===== src/rtl/soc_bus_xbar.sv =====
// rtl/soc_bus_xbar.sv - N-host x M-device request/grant crossbar with RR arbitration and in-order response routing
// Optional build macro SOC_BUS_XBAR_RSP_REG_EN registers the host response path (+1 cycle latency).
module soc_bus_xbar #(
  parameter int NumHosts       = 2,
  parameter int NumDevices     = 3,
  parameter int AddrWidth      = 32,
  parameter int DataWidth      = 32,
  parameter int DevOutstanding = 2,
  parameter logic [NumDevices*AddrWidth-1:0] DevBase = {32'h0000_4000, 32'h0000_2000, 32'h0000_0000},
  parameter logic [NumDevices*AddrWidth-1:0] DevMask = {32'hFFFF_E000, 32'hFFFF_E000, 32'hFFFF_E000}
) (
  input  logic                              clk_i,
  input  logic                              rst_i,
  input  logic [NumHosts-1:0]               host_req_i,
  input  logic [NumHosts-1:0]               host_we_i,
  input  logic [NumHosts*AddrWidth-1:0]     host_addr_i,
  input  logic [NumHosts*DataWidth-1:0]     host_wdata_i,
  input  logic [NumHosts*DataWidth/8-1:0]   host_be_i,
  output logic [NumHosts-1:0]               host_gnt_o,
  output logic [NumHosts-1:0]               host_rvalid_o,
  output logic [NumHosts*DataWidth-1:0]     host_rdata_o,
  output logic [NumHosts-1:0]               host_err_o,
  output logic [NumDevices-1:0]             dev_req_o,
  output logic [NumDevices-1:0]             dev_we_o,
  output logic [NumDevices*AddrWidth-1:0]   dev_addr_o,
  output logic [NumDevices*DataWidth-1:0]   dev_wdata_o,
  output logic [NumDevices*DataWidth/8-1:0] dev_be_o,
  input  logic [NumDevices-1:0]             dev_gnt_i,
  input  logic [NumDevices-1:0]             dev_rvalid_i,
  input  logic [NumDevices*DataWidth-1:0]   dev_rdata_i,
  input  logic [NumDevices-1:0]             dev_err_i
);

  localparam int BW = DataWidth / 8;
  localparam int HW = (NumHosts > 1) ? $clog2(NumHosts) : 1;
  localparam int TW = $clog2(NumDevices + 1);
  localparam int PW = (DevOutstanding > 1) ? $clog2(DevOutstanding) : 1;
  localparam int CW = $clog2(DevOutstanding + 1);
  localparam logic [TW-1:0] ErrTgt = TW'(NumDevices);

  logic [TW-1:0]         w_tgt [NumHosts];
  logic [NumHosts-1:0]   w_pend_eff;
  logic [NumHosts-1:0]   w_err_gnt;
  logic [NumHosts-1:0]   w_rsp_vld;
  logic [NumHosts-1:0]   w_rsp_err;
  logic [NumHosts*DataWidth-1:0] w_rsp_data;
  logic [NumDevices-1:0] w_win_vld;
  logic [HW-1:0]         w_win_id [NumDevices];
  logic [HW-1:0]         w_head [NumDevices];
  logic [NumDevices-1:0] w_push;
  logic [NumDevices-1:0] w_pop;
  logic [NumHosts-1:0]   r_pend;
  logic [NumHosts-1:0]   r_eresp;

  // First eligible host at or after ptr; returns {found, id}.
  function automatic logic [HW:0] rr_pick(input logic [NumHosts-1:0] elig, input logic [HW-1:0] ptr);
    logic [HW:0]         res;
    logic [NumHosts-1:0] sh;
    int                  idx;
    res = '0;
    for (int k = NumHosts - 1; k >= 0; k--) begin
      idx = int'(ptr) + k;
      if (idx >= NumHosts) idx = idx - NumHosts;
      sh = elig >> idx;
      if (sh[0]) res = {1'b1, HW'(idx)};
    end
    return res;
  endfunction

  // Lowest matching device wins; no match selects the internal error responder.
  always_comb begin
    for (int h = 0; h < NumHosts; h++) begin
      w_tgt[h] = ErrTgt;
      for (int d = NumDevices - 1; d >= 0; d--) begin
        if ((host_addr_i[h*AddrWidth +: AddrWidth] & DevMask[d*AddrWidth +: AddrWidth])
            == DevBase[d*AddrWidth +: AddrWidth])
          w_tgt[h] = TW'(d);
      end
    end
  end

  assign w_pend_eff = r_pend & ~host_rvalid_o;

  always_comb begin
    for (int h = 0; h < NumHosts; h++)
      w_err_gnt[h] = host_req_i[h] & ~w_pend_eff[h] & (w_tgt[h] == ErrTgt) & ~rst_i;
  end

  always_comb begin
    host_gnt_o = w_err_gnt;
    for (int d = 0; d < NumDevices; d++)
      for (int h = 0; h < NumHosts; h++)
        if (w_push[d] && (w_win_id[d] == HW'(h))) host_gnt_o[h] = 1'b1;
  end

  // Each host has at most one response in flight, so sources never collide.
  always_comb begin
    w_rsp_vld  = r_eresp;
    w_rsp_err  = r_eresp;
    w_rsp_data = '0;
    for (int d = 0; d < NumDevices; d++)
      for (int h = 0; h < NumHosts; h++)
        if (w_pop[d] && (w_head[d] == HW'(h))) begin
          w_rsp_vld[h] = 1'b1;
          w_rsp_err[h] = w_rsp_err[h] | dev_err_i[d];
          w_rsp_data[h*DataWidth +: DataWidth] = w_rsp_data[h*DataWidth +: DataWidth]
                                                 | dev_rdata_i[d*DataWidth +: DataWidth];
        end
  end

`ifdef SOC_BUS_XBAR_RSP_REG_EN
  logic [NumHosts-1:0]           r_rvalid;
  logic [NumHosts-1:0]           r_err;
  logic [NumHosts*DataWidth-1:0] r_rdata;

  always_ff @(posedge clk_i or posedge rst_i) begin
    if (rst_i) begin
      r_rvalid <= '0;
      r_err    <= '0;
      r_rdata  <= '0;
    end else begin
      r_rvalid <= w_rsp_vld;
      r_err    <= w_rsp_err;
      r_rdata  <= w_rsp_data;
    end
  end

  assign host_rvalid_o = r_rvalid;
  assign host_err_o    = r_err;
  assign host_rdata_o  = r_rdata;
`else
  assign host_rvalid_o = w_rsp_vld;
  assign host_err_o    = w_rsp_err;
  assign host_rdata_o  = w_rsp_data;
`endif

  always_ff @(posedge clk_i or posedge rst_i) begin
    if (rst_i) begin
      r_pend  <= '0;
      r_eresp <= '0;
    end else begin
      r_pend  <= w_pend_eff | host_gnt_o;
      r_eresp <= w_err_gnt;
    end
  end

  for (genvar d = 0; d < NumDevices; d++) begin : g_dev
    logic [HW-1:0]       r_fifo [DevOutstanding];
    logic [PW-1:0]       r_wp;
    logic [PW-1:0]       r_rp;
    logic [CW-1:0]       r_cnt;
    logic [HW-1:0]       r_ptr;
    logic [NumHosts-1:0] w_elig;
    logic [HW:0]         w_pick;
    logic                w_we;
    logic [AddrWidth-1:0] w_addr;
    logic [DataWidth-1:0] w_wdata;
    logic [BW-1:0]        w_be;

    always_comb begin
      for (int h = 0; h < NumHosts; h++)
        w_elig[h] = host_req_i[h] & ~w_pend_eff[h] & (w_tgt[h] == TW'(d)) & ~rst_i;
    end

    assign w_pick       = rr_pick(w_elig, r_ptr);
    assign w_win_vld[d] = w_pick[HW];
    assign w_win_id[d]  = w_pick[HW-1:0];
    assign dev_req_o[d] = w_win_vld[d] & (r_cnt != CW'(DevOutstanding));
    assign w_push[d]    = dev_req_o[d] & dev_gnt_i[d];
    // A response with no recorded requester is dropped.
    assign w_pop[d]     = dev_rvalid_i[d] & (r_cnt != '0);
    assign w_head[d]    = r_fifo[r_rp];

    always_comb begin
      w_we    = 1'b0;
      w_addr  = '0;
      w_wdata = '0;
      w_be    = '0;
      for (int h = 0; h < NumHosts; h++)
        if (w_win_vld[d] && (w_win_id[d] == HW'(h))) begin
          w_we    = host_we_i[h];
          w_addr  = host_addr_i[h*AddrWidth +: AddrWidth];
          w_wdata = host_wdata_i[h*DataWidth +: DataWidth];
          w_be    = host_be_i[h*BW +: BW];
        end
    end

    assign dev_we_o[d]                        = w_we;
    assign dev_addr_o[d*AddrWidth +: AddrWidth] = w_addr;
    assign dev_wdata_o[d*DataWidth +: DataWidth] = w_wdata;
    assign dev_be_o[d*BW +: BW]               = w_be;

    always_ff @(posedge clk_i or posedge rst_i) begin
      if (rst_i) begin
        r_wp  <= '0;
        r_rp  <= '0;
        r_cnt <= '0;
        r_ptr <= '0;
      end else begin
        if (w_push[d]) begin
          r_wp  <= (r_wp == PW'(DevOutstanding - 1)) ? '0 : r_wp + 1'b1;
          r_ptr <= (w_win_id[d] == HW'(NumHosts - 1)) ? '0 : w_win_id[d] + 1'b1;
        end
        if (w_pop[d]) r_rp <= (r_rp == PW'(DevOutstanding - 1)) ? '0 : r_rp + 1'b1;
        case ({w_push[d], w_pop[d]})
          2'b10:   r_cnt <= r_cnt + 1'b1;
          2'b01:   r_cnt <= r_cnt - 1'b1;
          default: r_cnt <= r_cnt;
        endcase
      end
    end

    always_ff @(posedge clk_i) begin
      if (w_push[d]) r_fifo[r_wp] <= w_win_id[d];
    end

    a_no_orphan_rsp: assert property (@(posedge clk_i) disable iff (rst_i)
                                      !(dev_rvalid_i[d] && (r_cnt == '0)));
  end

endmodule


===== config.mk =====
export PLATFORM = sky130hd
export DESIGN_NAME = soc_bus_xbar
export DESIGN_NICKNAME = d
export VERILOG_FILES = /design/src/rtl/soc_bus_xbar.sv
export SDC_FILE = /design/constraint.sdc
export NUM_CORES = 1
export LEC_CHECK = 0
export CAP_MARGIN = 20
export CORE_AREA = 2 2 208 210
export DETAILED_ROUTE_END_ITERATION = 10
export DIE_AREA = 0 0 210 212
export SLEW_MARGIN = 20
export SYNTH_ARGS = -nofsm -noshare
export SYNTH_HDL_FRONTEND = slang
export SYNTH_SLANG_ARGS = --single-unit

===== constraint.sdc =====
create_clock -name clk_i -period 5.5 [get_ports clk_i]
set_clock_uncertainty 0.1 [all_clocks]
set_input_delay 1.1 -clock clk_i [delete_from_list [all_inputs] [get_ports clk_i]]
set_output_delay 1.1 -clock clk_i [all_outputs]
set_load 0.05 [all_outputs]

==> flow_metrics.env, run 1 <==
export IMPL_ios=527
export IMPL_hpwl_um=27100
export IMPL_drtPass1Iterations=7
export IMPL_syn_inst=569
export IMPL_ctsHoldBuffers=0
export IMPL_synth_warning_count=0
export IMPL_slew_violations=0
export IMPL_post_route_period_util=0.904
export IMPL_overflow=0
export IMPL_crit_path_start_kind="primary input"
export IMPL_drcViolationCount=0
export IMPL_die_h_um=212
export IMPL_clock_sinks=25
export IMPL_reg2reg_to="g_dev[2].r_cnt[1]"
export IMPL_tightest_slew_ns=0.816
export IMPL_finalHoldViolCount=0
export IMPL_worst_setup_path_end_kind="primary output"
export IMPL_slowest_delay_ns=0.54
export IMPL_ff2ff_setup_slack_ns=2.70
export IMPL_status="completed"
export IMPL_drv_cap=0
export IMPL_leakagePower_nw=4.52
export IMPL_syn_area_per_cell_um2=8.03
export IMPL_cp_max_fo=50
export IMPL_cpMostUsedCell="buf_12"
export IMPL_htreeDepth=1
export IMPL_required_ns=4.30
export IMPL_die_area_mm2=0.0445
export IMPL_crit_type="primary input to primary output"
export IMPL_cts_tree="yes"
export IMPL_drtIter0Drc=647
export IMPL_grt_pass1_wl_um=46400
export IMPL_cts_buffers=3
export IMPL_layout_nets=1250
export IMPL_min_from="g_dev[1].r_rp"
export IMPL_clock_fmax_mhz=201
export IMPL_min_path_type="flip-flop to flip-flop"
export IMPL_reg2regPathDepth=9
export IMPL_postCtsResizedCells=0
export IMPL_antenna_found_initial=9
export IMPL_wl_per_cell_um=21.3
export IMPL_cp_depth=9
export IMPL_totalWireLength_um=33100
export IMPL_crit_chain="clkdlybuf4s50_1 -> or4_1 -> nor3_2 -> nand4_1 -> or2_2 -> a211oi_4 -> buf_12 -> a22o_1 -> buf_12"
export IMPL_r2r_start="g_dev[2].r_cnt[0]"
export IMPL_whs_ns=0.391
export IMPL_async_reset_ff_frac=0.760
export IMPL_track_usage=0.137
export IMPL_finalCriticalPeriod_ns=4.97
export IMPL_drt_antenna_violating_nets=0
export IMPL_vias_per_cell=4.42
export IMPL_path_delay_family="simple AND/OR/NAND/NOR gates"
export IMPL_ir_worst_vdd_mv=0.132
export IMPL_num_vias=6853
export IMPL_slew_headroom=0.456
export IMPL_setup_tns_final_ns=0
export IMPL_synth_cell_types=50
export IMPL_clockBufferDepth=2
export IMPL_arrival_ns=3.77
export IMPL_drive_gt1_frac=0.199
export IMPL_rows=76
export IMPL_setup_viol=0
export IMPL_gp_congestion=0.780
export IMPL_clk_pin_slew_ns=0.06
export IMPL_crit_buf_inv=3
export IMPL_grt_max_degree=53
export IMPL_power_density_mw_per_mm2=144
export IMPL_synthesis_area_mm2=0.00457
export IMPL_grt_pass1_vias=6988
export IMPL_initial_utilization=0.108
export IMPL_cts_root_buffer="clkbuf_16"
export IMPL_rsz0062_at_grt="no"
export IMPL_critPathSlowestCell="or4_1"
export IMPL_postCtsSetupRepairBufs=0
export IMPL_insertion_delay_ns=0.26
export IMPL_io_buffer_count=471
export IMPL_core_area_mm2=0.0425
export IMPL_syn2layout_area_growth_pct=147
export IMPL_startpoint="host_addr_i[31]"
export IMPL_synth_top_flop_cell="dfrtp_1"
export IMPL_synth_seq_cells=25
export IMPL_die_w_um=210
export IMPL_synth_edf_count=6
export IMPL_ys_seq_area_frac=0.143
export IMPL_cp_endpoint="dev_addr_o[1]"
==> layout make-up <==
cell class / instances / area (um2)
Antenna cell: 6 / 15.0
Clock buffer: 4 / 78.8
Fill cell: 4493 / 31200
Inverter: 72 / 270
Multi-Input combinational cell: 410 / 3190
Sequential cell: 25 / 656
Tap cell: 546 / 683
Timing Repair Buffer: 488 / 6420
==> stage by stage <==
| stage | setup slack, ns | util | cells | instance area [um2] | power [W] |
|---|---|---|---|---|---|
| finish | 0.528 | 0.266 | 1551 | 11300 | 0.00163 |
| CTS | 0.512 | 0.266 | 1545 | 11300 | 0.00164 |
| global route | 0.356 | 0.266 | 1551 | 11300 | 0.00172 |
| detailed placement | 0.526 | 0.264 | 1541 | 11200 | 0.00148 |
| floorplan | 0.852 | - | 623 | 4770 | 0.000984 |
| global placement | 0.502 | 0.264 | 1541 | 11200 | 0.00147 |
==> synth_stat cells (all sizes together) (2+ instances only) <==
cell type  number  area share
a22o          100        0.19
buf            76        0.12
inv            72       0.059
a222oi         64        0.14
a32o           50        0.11
clkbuf         40       0.033
nor2           20       0.016
dfrtp          19        0.10
nand2          15       0.012
xnor2          12       0.023
nor3           11       0.013
nor2b           9       0.014
o21ai           7      0.0085
or4             7       0.011
edfxtp          6       0.039
nor4            6      0.0082
nand2b          5      0.0068
a21oi           4      0.0044
nand3           4      0.0044
o31ai           4      0.0066
a21o            3      0.0049
and2            3      0.0047
ha              3      0.0082
nand3b          3      0.0049
nand4           3      0.0041
xor2            3      0.0057
a211oi          2      0.0060
a22oi           2      0.0033
mux2            2      0.0057
or2             2      0.0027
or3             2      0.0027
==> cells by family (layout without fill, tap and decap cells) <==
logic type                 count (synthesis)  in the layout  share of synthesized area
AOI/OAI and AO/OA                        241            241                      0.484
buffers and inverters                    188            564                      0.215
and+or+nand+nor                           93             93                      0.111
DFF                                       25             25                      0.143
xor gates and xnor gates                  15             15                     0.0287
adders and majority gates                  3              3                    0.00821
muxes                                      3              3                    0.00794
other                                      1             61                   0.000820
==> flip-flops by register name, summed over array words and instances, names as in the netlist <==
register / flops
g_dev.r_wp: 3
g_dev.r_fifo: 6
r_pend: 2
r_eresp: 2
g_dev.r_rp: 3
g_dev.r_ptr: 3
g_dev.r_cnt: 6
==> metal layers <==
layer | GRT usage | share of wire | vias up
met1 | 0.156 | 0.38 | 3294
met3 | 0.0386 | 0.096 | 40
met5 | 0 | 0.00070 | -
met4 | 0.0445 | 0.026 | 4
li1 | - | - | 3059
met2 | 0.246 | 0.49 | 456
==> where the power goes <==
part           internal, W  switching [W]  total [W]
Clock            0.0000990      0.0000606   0.000160
Sequential        0.000231      0.0000401   0.000271
Combinational     0.000460       0.000742    0.00120
==> worst register-to-register path, cell delays in order (launching register included) <==
cell and delay [ns]:
dfrtp_1 0.42, o21ai_1 0.36, nor2_2 0.12, or4_1 0.68
nand4_1 0.25, a21o_1 0.23, ha_1 0.19, xnor2_1 0.13
nor2_1 0.07, xor2_1 0.13
==> cell usage in the layout, fill, tap and decap left out, types with 4 or more instances in the layout <==
| master | synthesis | layout |
|---|---|---|
| a21oi_1 | 4 | 4 |
| a222oi_1 | 64 | 64 |
| a22o_1 | 100 | 100 |
| a32o_1 | 50 | 50 |
| buf_12 | 0 | 158 |
| buf_4 | 58 | 19 |
| clkdlybuf4s50_1 | 0 | 311 |
| conb_1 | 1 | 55 |
| dfrtp_1 | 19 | 19 |
| diode_2 | 0 | 6 |
| edfxtp_1 | 6 | 6 |
| inv_1 | 72 | 72 |
| nand2_1 | 15 | 15 |
| nand2b_1 | 5 | 5 |
| nor2_1 | 20 | 14 |
| nor2b_1 | 8 | 5 |
| nor3_1 | 10 | 9 |
| nor4_1 | 6 | 6 |
| o31ai_1 | 4 | 4 |
| or4_1 | 7 | 7 |
| xnor2_1 | 12 | 12 |
==> how the worst min path moves through the flow <==
stage,end,slack (ns),cells after the start
2_1_floorplan,g_dev[1].r_ptr,0.35,1
3_3_place_gp,g_dev[1].r_rp,0.37,1
3_5_place_dp,g_dev[1].r_rp,0.38,1
4_1_cts,g_dev[1].r_rp,0.39,1
5_1_grt,g_dev[2].r_rp,0.41,1
6_report,g_dev[1].r_rp,0.39,1
Note: power is estimated with default switching activity, not from simulation.
==> run 2, diff against run 1 <==
- CELL_PAD_IN_SITES_DETAIL_PLACEMENT: default -> 0
- CELL_PAD_IN_SITES_GLOBAL_PLACEMENT: default -> 1
- CORE_AREA: 2 2 208 210 -> 10 10 197 199
- DIE_AREA: 0 0 210 212 -> 0 0 207 209
- PLACE_DENSITY_LB_ADDON: default -> 0.1
- SLEW_MARGIN: 20 -> default
==> run 2 against run 1 <==
  * Clock power is essentially flat
  * Worst setup slack lost 0.29 ns
  * Final area grew 0.28%
  * Critical endpoint is now dev_wdata_o[8]
  * Worst hold slack gained 0.0018 ns
  * Global-route usage grew 3.0 points
  * Non-clock buffer count grew 11
  * Clock-buffer cell count is the same
  * Combinational power is essentially flat
  * First-iteration DRC count grew 13%
  * Via count shrank 0.88%
  * Sequential share of layout area is essentially flat
  * Sequential power is essentially flat
==> flow_metrics.env, run 2 (synthesis gave the netlist of run 1 again) <==
export IMPL_largestRegisters="g_dev.r_cnt (6), g_dev.r_fifo (6)"
export IMPL_slew_headroom=0.434
export IMPL_leakagePower_nw=4.58
export IMPL_drtIter0Drc=728
export IMPL_grt_max_degree=53
export IMPL_syn2layout_area_growth_pct=148
export IMPL_io_buffer_count=471
export IMPL_setup_tns_final_ns=0
export IMPL_grt_pass1_vias=7224
export IMPL_slew_violations=0
export IMPL_htreeDepth=1
export IMPL_layout_nets=1261
export IMPL_layout_commonest_cell="clkdlybuf4s50_1"
export IMPL_status="completed"
export IMPL_die_h_um=209
export IMPL_rows=69
export IMPL_die_area_mm2=0.0433
export IMPL_clockBufferDepth=2
export IMPL_crit_path_start_kind="primary input"
export IMPL_ios=527
export IMPL_postCtsSetupRepairBufs=0
export IMPL_crit_type="primary input to primary output"
export IMPL_whs_ns=0.393
export IMPL_grt_pass1_wl_um=55300
export IMPL_required_ns=4.30
export IMPL_tightest_slew_ns=0.848
export IMPL_hpwl_um=32100
export IMPL_rsz0062_at_grt="no"
export IMPL_post_route_period_util=0.956
export IMPL_core_area_mm2=0.0351
export IMPL_dpl_instance_area_mm2=0.0112
export IMPL_cp_max_fo=52
export IMPL_arrival_ns=4.06
export IMPL_insertion_delay_ns=0.25
export IMPL_drcViolationCount=0
export IMPL_wl_per_cell_um=26.2
export IMPL_power_density_mw_per_mm2=143
export IMPL_setup_viol=0
export IMPL_die_w_um=207
export IMPL_final_cell_mix="clkdlybuf4s50_1, buf_12, a22o_1, inv_1, a222oi_1"
export IMPL_cts_root_buffer="clkbuf_16"
export IMPL_num_vias=6793
export IMPL_clock_sinks=25
export IMPL_totalWireLength_um=38700
export IMPL_antenna_found_initial=10
export IMPL_overflow=0
export IMPL_ir_worst_vdd_mv=0.125
export IMPL_gp_congestion=0.827
export IMPL_track_usage=0.168
export IMPL_vias_per_cell=4.60
export IMPL_drtPass1Iterations=9
export IMPL_finalCriticalPeriod_ns=5.26
export IMPL_cts_buffers=3
export IMPL_worst_setup_path_end_kind="primary output"
export IMPL_finalHoldViolCount=0
export IMPL_clock_fmax_mhz=190
export IMPL_drive_gt1_frac=0.207
export IMPL_min_path_type="flip-flop to flip-flop"
export IMPL_initial_utilization=0.130
export IMPL_drv_cap=0
export IMPL_fin_area_mm2=0.0113
export IMPL_cts_tree="yes"
export IMPL_clk_pin_slew_ns=0.06
export IMPL_postCtsResizedCells=0
export IMPL_drt_antenna_violating_nets=0
export IMPL_ctsHoldBuffers=0
==> run 2: cell count changes in the layout (fill, tap and decap cells not counted) <==
| cell | previous run | this run |
|---|---|---|
| clkdlybuf4s50_1 | 311 | 312 |
| buf_12 | 158 | 162 |
| diode_2 | 6 | 7 |
| buf_4 | 19 | 25 |
==> run 2: layout make-up <==
cell class / instances / area (um2)
Sequential cell: 25 / 656
Timing Repair Buffer: 499 / 6550
Multi-Input combinational cell: 410 / 3190
Clock buffer: 4 / 78.8
Inverter: 72 / 270
Fill cell: 3647 / 23700
Tap cell: 461 / 577
Antenna cell: 7 / 17.5
==> run 2: layer usage <==
metal / track usage / share of wire
met3: 0.101 / 0.14
met1: 0.175 / 0.36
met4: 0.0257 / 0.0032
met2: 0.288 / 0.50
met5: 0 / 0.00096
==> run 2: final timing paths <==
kind / from / end / slack, ns / depth (start not counted)
worst max-delay path: dev_rvalid_i[2] / dev_wdata_o[8] / 0.24 / 10
worst min-delay path: g_dev[2].r_rp / g_dev[2].r_rp / 0.39 / 1
worst max register to register: g_dev[2].r_cnt[0] / g_dev[2].r_cnt[1] / 2.55 / 10
worst min register to register: g_dev[2].r_rp / g_dev[2].r_rp / 0.39 / 1
max in group asynchronous: rst_i / g_dev[2].r_rp / 3.56 / 4
min in group asynchronous: rst_i / g_dev[0].r_ptr / 1.23 / 3
==> run 2: power breakdown <==
group          internal [W]  switching, W  total [W]
clock network     0.0000990     0.0000624   0.000161
registers          0.000230     0.0000401   0.000270
logic              0.000455      0.000732    0.00119
==> run 2: metrics by stage <==
| stage | worst slack (ns) | total power [W] | std cells | utilization |
|---|---|---|---|---|
| 6_report | 0.242 | 0.00162 | 1478 | 0.324 |
| 2_1_floorplan | 0.852 | 0.000984 | 623 | - |
| 3_5_place_dp | 0.202 | 0.00147 | 1467 | 0.321 |
| 5_1_grt | 0.0574 | 0.00171 | 1475 | 0.323 |
| 3_3_place_gp | 0.214 | 0.00148 | 1467 | 0.321 |
| 4_1_cts | 0.191 | 0.00164 | 1471 | 0.323 |
==> run 2: worst max-delay path: stages <==
cell and delay (ns):
clkdlybuf4s50_1 0.44, o21ai_1 0.25, nor2b_2 0.11, buf_4 0.15
nor3_1 0.55, nor3_1 0.16, nor3_2 0.13, buf_4 0.57
a22o_1 0.38, buf_12 0.17
==> run 3, diff against run 2 <==
- SETUP_SLACK_MARGIN: default -> 0.05
==> results of run 3 <==
Final layout, timing and power as in run 2 (identical DEF).
